===== config.mk =====
export PLATFORM = sky130hd
export DESIGN_NAME = spi_updated
export DESIGN_NICKNAME = d
export VERILOG_FILES = /design/src/rtl/spi_updated_pkg.sv /design/src/rtl/spi_clk_gen.sv /design/src/rtl/spi_updated.sv
export SDC_FILE = /design/constraint.sdc
export NUM_CORES = 1
export LEC_CHECK = 0
export ABC_CLOCK_PERIOD_IN_PS = 2900
export BUFFER_PORTS_ARGS = -buffer_cell sky130_fd_sc_hd__buf_2
export CAP_MARGIN = 0
export CORE_MARGIN = 2
export CORE_UTILIZATION = 25
export CTS_CLUSTER_DIAMETER = 80
export DETAILED_ROUTE_END_ITERATION = 12
export PLACE_DENSITY = 0.44
export SLEW_MARGIN = 40
export SYNTH_ARGS = -nofsm -noshare
export SYNTH_HDL_FRONTEND = slang
export SYNTH_HIERARCHICAL = 1
export SYNTH_SLANG_ARGS = --single-unit

===== constraint.sdc =====
create_clock -name clk -period 2.9 [get_ports clk]
set_input_delay 0 -clock clk [delete_from_list [all_inputs] [get_ports clk]]
set_output_delay 0 -clock clk [all_outputs]
set_load 0.03 [all_outputs]

===== src/rtl/spi_updated_pkg.sv =====
// Shared types and constants for the spi_updated SPI master.
package spi_updated_pkg;

    localparam int unsigned WORD_W     = 16;
    localparam logic [4:0]  COUNT_IDLE = 5'd16;

    typedef enum logic [1:0] {
        StIdle,
        StSetup,
        StXfer,
        StHold
    } spi_state_e;

endpackage


===== src/rtl/spi_clk_gen.sv =====
// SCLK generator: N-cycle half-period divider, leading/trailing edge strobes and the
// registered SCLK level, which rests at CPOL outside the shifting phase.
module spi_clk_gen #(
    parameter int unsigned N = 4
) (
    input  logic clk_i,
    input  logic rst_i,
    input  logic run_i,
    input  logic toggle_en_i,
    input  logic load_cpol_i,
    input  logic cpol_i,
    output logic tick_o,
    output logic lead_o,
    output logic trail_o,
    output logic sclk_o
);

    localparam logic [7:0] DivMax = 8'(N - 1);

    logic [7:0] div_q, div_d;
    logic       phase_q, phase_d;
    logic       sclk_q, sclk_d;
    logic       tick;

    always_comb begin
        tick    = run_i && (div_q == DivMax);
        div_d   = div_q + 8'd1;
        phase_d = phase_q;
        sclk_d  = sclk_q;
        if (!run_i || tick) begin
            div_d = '0;
        end
        // phase_q = 0 means the next toggle is the leading edge of a bit
        if (!toggle_en_i) begin
            phase_d = 1'b0;
        end else if (tick) begin
            phase_d = ~phase_q;
        end
        if (load_cpol_i) begin
            sclk_d = cpol_i;
        end else if (toggle_en_i && tick) begin
            sclk_d = ~sclk_q;
        end
    end

    always_ff @(posedge clk_i or posedge rst_i) begin
        if (rst_i) begin
            div_q   <= '0;
            phase_q <= 1'b0;
            sclk_q  <= 1'b0;
        end else begin
            div_q   <= div_d;
            phase_q <= phase_d;
            sclk_q  <= sclk_d;
        end
    end

    assign tick_o  = tick;
    assign lead_o  = toggle_en_i && tick && !phase_q;
    assign trail_o = toggle_en_i && tick && phase_q;
    assign sclk_o  = sclk_q;

endmodule


===== src/rtl/spi_updated.sv =====
// 16-bit full-duplex SPI master, four modes, four slave selects. A transfer starts after
// reset release and whenever din differs from the last word sent.
module spi_updated
    import spi_updated_pkg::*;
#(
    parameter int unsigned N = 4
) (
    input  logic              clk,
    input  logic              rst,
    input  logic [WORD_W-1:0] din,
    output logic [WORD_W-1:0] dout,
    input  logic [1:0]        spi_mode,
    input  logic [1:0]        slave_sel,
    output logic [3:0]        ss,
    output logic              sclk,
    output logic              mosi,
    input  logic              miso,
    output logic [4:0]        counter
);

    spi_state_e        state_q, state_d;
    logic [WORD_W-1:0] tx_q, tx_d;
    logic [WORD_W-1:0] rx_q, rx_d;
    logic [WORD_W-1:0] last_din_q, last_din_d;
    logic [WORD_W-1:0] dout_q, dout_d;
    logic              start_pending_q, start_pending_d;
    logic              cpha_q, cpha_d;
    logic [4:0]        counter_q, counter_d;
    logic              mosi_q, mosi_d;
    logic [3:0]        ss_q, ss_d;
    logic [3:0]        bit_idx;
    logic              tick, lead, trail;

    spi_clk_gen #(
        .N (N)
    ) u_clk_gen (
        .clk_i       (clk),
        .rst_i       (rst),
        .run_i       (state_q != StIdle),
        .toggle_en_i (state_q == StXfer),
        .load_cpol_i (state_q == StIdle),
        .cpol_i      (spi_mode[1]),
        .tick_o      (tick),
        .lead_o      (lead),
        .trail_o     (trail),
        .sclk_o      (sclk)
    );

    assign bit_idx = counter_q[3:0];

    always_comb begin
        state_d         = state_q;
        tx_d            = tx_q;
        rx_d            = rx_q;
        last_din_d      = last_din_q;
        dout_d          = dout_q;
        start_pending_d = start_pending_q;
        cpha_d          = cpha_q;
        counter_d       = counter_q;
        mosi_d          = mosi_q;
        ss_d            = ss_q;

        unique case (state_q)
            StIdle: begin
                ss_d      = 4'hF;
                counter_d = COUNT_IDLE;
                if (start_pending_q || (din != last_din_q)) begin
                    tx_d            = din;
                    last_din_d      = din;
                    cpha_d          = spi_mode[0];
                    start_pending_d = 1'b0;
                    counter_d       = 5'd15;
                    ss_d            = ~(4'b0001 << slave_sel);
                    if (!spi_mode[0]) begin
                        mosi_d = din[WORD_W-1];
                    end
                    state_d = StSetup;
                end
            end
            StSetup: begin
                if (tick) begin
                    state_d = StXfer;
                end
            end
            StXfer: begin
                if (lead) begin
                    if (!cpha_q) begin
                        rx_d[bit_idx] = miso;
                    end else begin
                        mosi_d = tx_q[bit_idx];
                    end
                end
                if (trail) begin
                    if (cpha_q) begin
                        rx_d[bit_idx] = miso;
                    end
                    if (counter_q == 5'd0) begin
                        // rx_d already holds bit 0 in CPHA=1, so dout gets all 16 bits
                        counter_d = COUNT_IDLE;
                        dout_d    = rx_d;
                        state_d   = StHold;
                    end else begin
                        counter_d = counter_q - 5'd1;
                        if (!cpha_q) begin
                            mosi_d = tx_q[bit_idx - 4'd1];
                        end
                    end
                end
            end
            StHold: begin
                if (tick) begin
                    ss_d    = 4'hF;
                    state_d = StIdle;
                end
            end
            default: begin
                state_d = StIdle;
            end
        endcase
    end

    always_ff @(posedge clk or posedge rst) begin
        if (rst) begin
            state_q         <= StIdle;
            tx_q            <= '0;
            rx_q            <= '0;
            last_din_q      <= '0;
            dout_q          <= '0;
            start_pending_q <= 1'b1;
            cpha_q          <= 1'b0;
            counter_q       <= COUNT_IDLE;
            mosi_q          <= 1'b0;
            ss_q            <= 4'hF;
        end else begin
            state_q         <= state_d;
            tx_q            <= tx_d;
            rx_q            <= rx_d;
            last_din_q      <= last_din_d;
            dout_q          <= dout_d;
            start_pending_q <= start_pending_d;
            cpha_q          <= cpha_d;
            counter_q       <= counter_d;
            mosi_q          <= mosi_d;
            ss_q            <= ss_d;
        end
    end

    assign dout    = dout_q;
    assign ss      = ss_q;
    assign mosi    = mosi_q;
    assign counter = counter_q;

endmodule


==> results.toml <==
[run_status]
status = "finished clean"

[synthesis]
synth_edf_count = 0
synth-async-reset-ratio_pct = 100.0
yosysWarnings = 6
synth_top_area_share_pct = 40.77
synth_cell_types = 53
yosysSeqAreaShare_pct = 44.66
yosys.area.top_type = "dfrtp_1"
synth_nets = 421
syn_avg_cell_area_um2 = 10.44
netlist_area_mm2 = 0.004051
synth_top_cells_by_area = "dfrtp_1, mux2_2, mux2i_1"
synth_seq_cells = 72
synthCells = 388
ys.flop_type = "dfrtp_1"

[clock_network]
clockRootBuffer = "clkbuf_16"
cts_buffers = 9
cts.sink_count = 72
clock_latency_ns = 0.34
clk_path_buf_depth = 2
clkTransAtPathRegs_ns = 0.06
cts_setup_buffers = 0
htreeDepth = 3
cts_tree = "done"

[setup_path]
cpMaxStageDelayCell = "or4_4"
critPathBufInv = 0
endpoint_kind = "flip-flop"
cp-start-kind = "flip-flop"
crit_family = "simple AND/OR/NAND/NOR gates"
worstRegToRegCells = 8
critical_path_class = "reg -> reg"
reg2reg_slack_ns = 0.17
cp.required_ns = 3.12
r2r-end = "rx_q[14]"
timing.rr.start = "u_clk_gen/div_q[2]"
cpPeakStageDelay_ns = 0.59
path_cells = "or4_4, or3_1, nor2_1, mux2_2, nand2_1, nor2_1, nand2_1, mux2_2"
cp.arrival_ns = 2.95
cp_max_fo = 6

[drt]
route.detailed.drc = 0
num_vias = 3064
viasPerCell = 4.493
wl_per_cell_um = 14.22
drt_iter0_markers = 152
dr.pass1.iters = 4
wirelength_mm = 9.700
ant_nets = 0

[timing]
tightestPinTransition_ns = 0.5712
rsz0062_at_grt = "yes"
hold_viol = 0
setup_violations = 0
slew_headroom_pct = 61.92
fin_worst_skew_ns = 0.004114
max_freq_ghz = 0.3668
fin_crit_sh_pct = 94.01
finalCriticalPeriod_ns = 2.726
finalMaxSlewViolations = 0
timing.hold.ws_ns = 0.2242

[die]
core.rowCount = 46
ios = 50
fp.dieW_um = 131.3
dieArea_mm2 = 0.01724
fp.coreArea_mm2 = 0.01589
start_util_pct = 25.50
die_height_um = 131.3

[layout]
antenna_cells = 0
fin_util_pct = 31.75
nFillCells = 1686
final_common_cell = "dfrtp_1"
layout_common_cells = "dfrtp_1, buf_2, nor2_1"
drive_above_1_share_pct = 24.03
area_growth_pct = 24.49
fin_nets = 494

[run]
drv_cap = 0

[pwr]
power_density_mw_per_mm2 = 423.4
power_leakage_nw = 2.279
vdd_ir_drop_max_mv = 0.2603

[global_route]
grt_pass1_wl_mm = 16.11
grt_antenna_before_repair = 0
grt_overflow = 0
grt_pass1_vias = 3134
grtUsageTotal_pct = 11.74
grt_max_degree = 43

[place]
portBuffers = 49
hpwl_mm = 7.005
place.gp.congestion = 0.7642

[hold_path]
hold_path_class = "in -> async"
## through the flow
stage	total power [mW]	instance area, µm²	std cells	setup WS, ns	TNS (ns)
after floorplan	1.083	4051	388	0.3244	0
after global placement	1.120	4557	645	0.1580	0
after detailed placement	1.122	4559	645	0.1052	0
after CTS	2.185	5036	682	0.07285	0
after global routing	2.240	5044	682	-0.005545	-0.005596
final	2.136	5044	682	0.1738	0
## where the power goes
part,total [mW],switching (mW),internal [mW]
clock network,1.01,0.418,0.597
logic,0.0995,0.0508,0.0487
registers,1.02,0.00518,1.02
total,2.14,0.474,1.66
## cell type report
class | count | area, µm² | share of cell area, %
timing repair buffer | 82 | 545.5 | 10.82
inverter | 13 | 51.30 | 1.017
clock buffer | 12 | 246.5 | 4.887
tap | 216 | 270.3 | 5.358
multi-input combinational | 283 | 2101 | 41.65
sequential | 72 | 1809 | 35.87
clock inverter | 4 | 20.02 | 0.3969
## routing by layer
metal | up-vias | global-route usage (%) | share of wire (%)
met5 | - | 0 | 0
met4 | 0 | 5.978 | 2.2
met3 | 15 | 2.431 | 2.8
met2 | 44 | 18.13 | 46
met1 | 1490 | 15.57 | 49
li1 | 1515 | - | -
## how the worst max path moves through the flow
stage,startpoint,endpoint,cells after the start,slack [ns]
6_report,u_clk_gen/div_q[2],rx_q[14],8,0.17
5_1_grt,u_clk_gen/div_q[2],rx_q[8],8,-0.006
4_1_cts,u_clk_gen/div_q[2],rx_q[1],8,0.07
3_5_place_dp,u_clk_gen/div_q[2],rx_q[1],8,0.11
3_3_place_gp,u_clk_gen/div_q[2],rx_q[2],8,0.16
2_1_floorplan,u_clk_gen/div_q[2],rx_q[0],8,0.32
## cell usage after synthesis (10+ instances only)
cell type and instances:
inv_1 13, ha_1 10, mux2i_1 21, nor2_1 42
mux2_1 16, xor2_1 16, dfrtp_1 66, a21oi_1 31
mux2_2 21, clkbuf_1 15, nand2_1 40
## registers in the layout, indices dropped and copies added, names as in the netlist, 2 cells and up
register and count:
last_din_q 16, ss 4, dout 16, state_q 2
u_clk_gen/div_q 8, counter 5, rx_q 16
## cells by family after synthesis
kind of cell	share of synthesized area, %
buffers and inverters	3.737
XOR/XNOR	4.323
flip-flops	44.66
multiplexers	19.46
adder cells (fa/ha/maj)	3.088
AND/OR/NAND/NOR	14.39
AO/OA/AOI/OAI	10.35
## worst register-to-register path: cells and delay by family (launching register included)
family           cells  cell delay, ns
muxes                2            0.48
DFF                  1            0.43
and+or+nand+nor      6            1.71
## timing repair
action,CTS,global route
setup endpoints to repair,0,4
hold endpoints to repair,71,0
resized for setup,0,2
hold buffers,21,0
No activity file was read; power rests on OpenSTA's default activity.
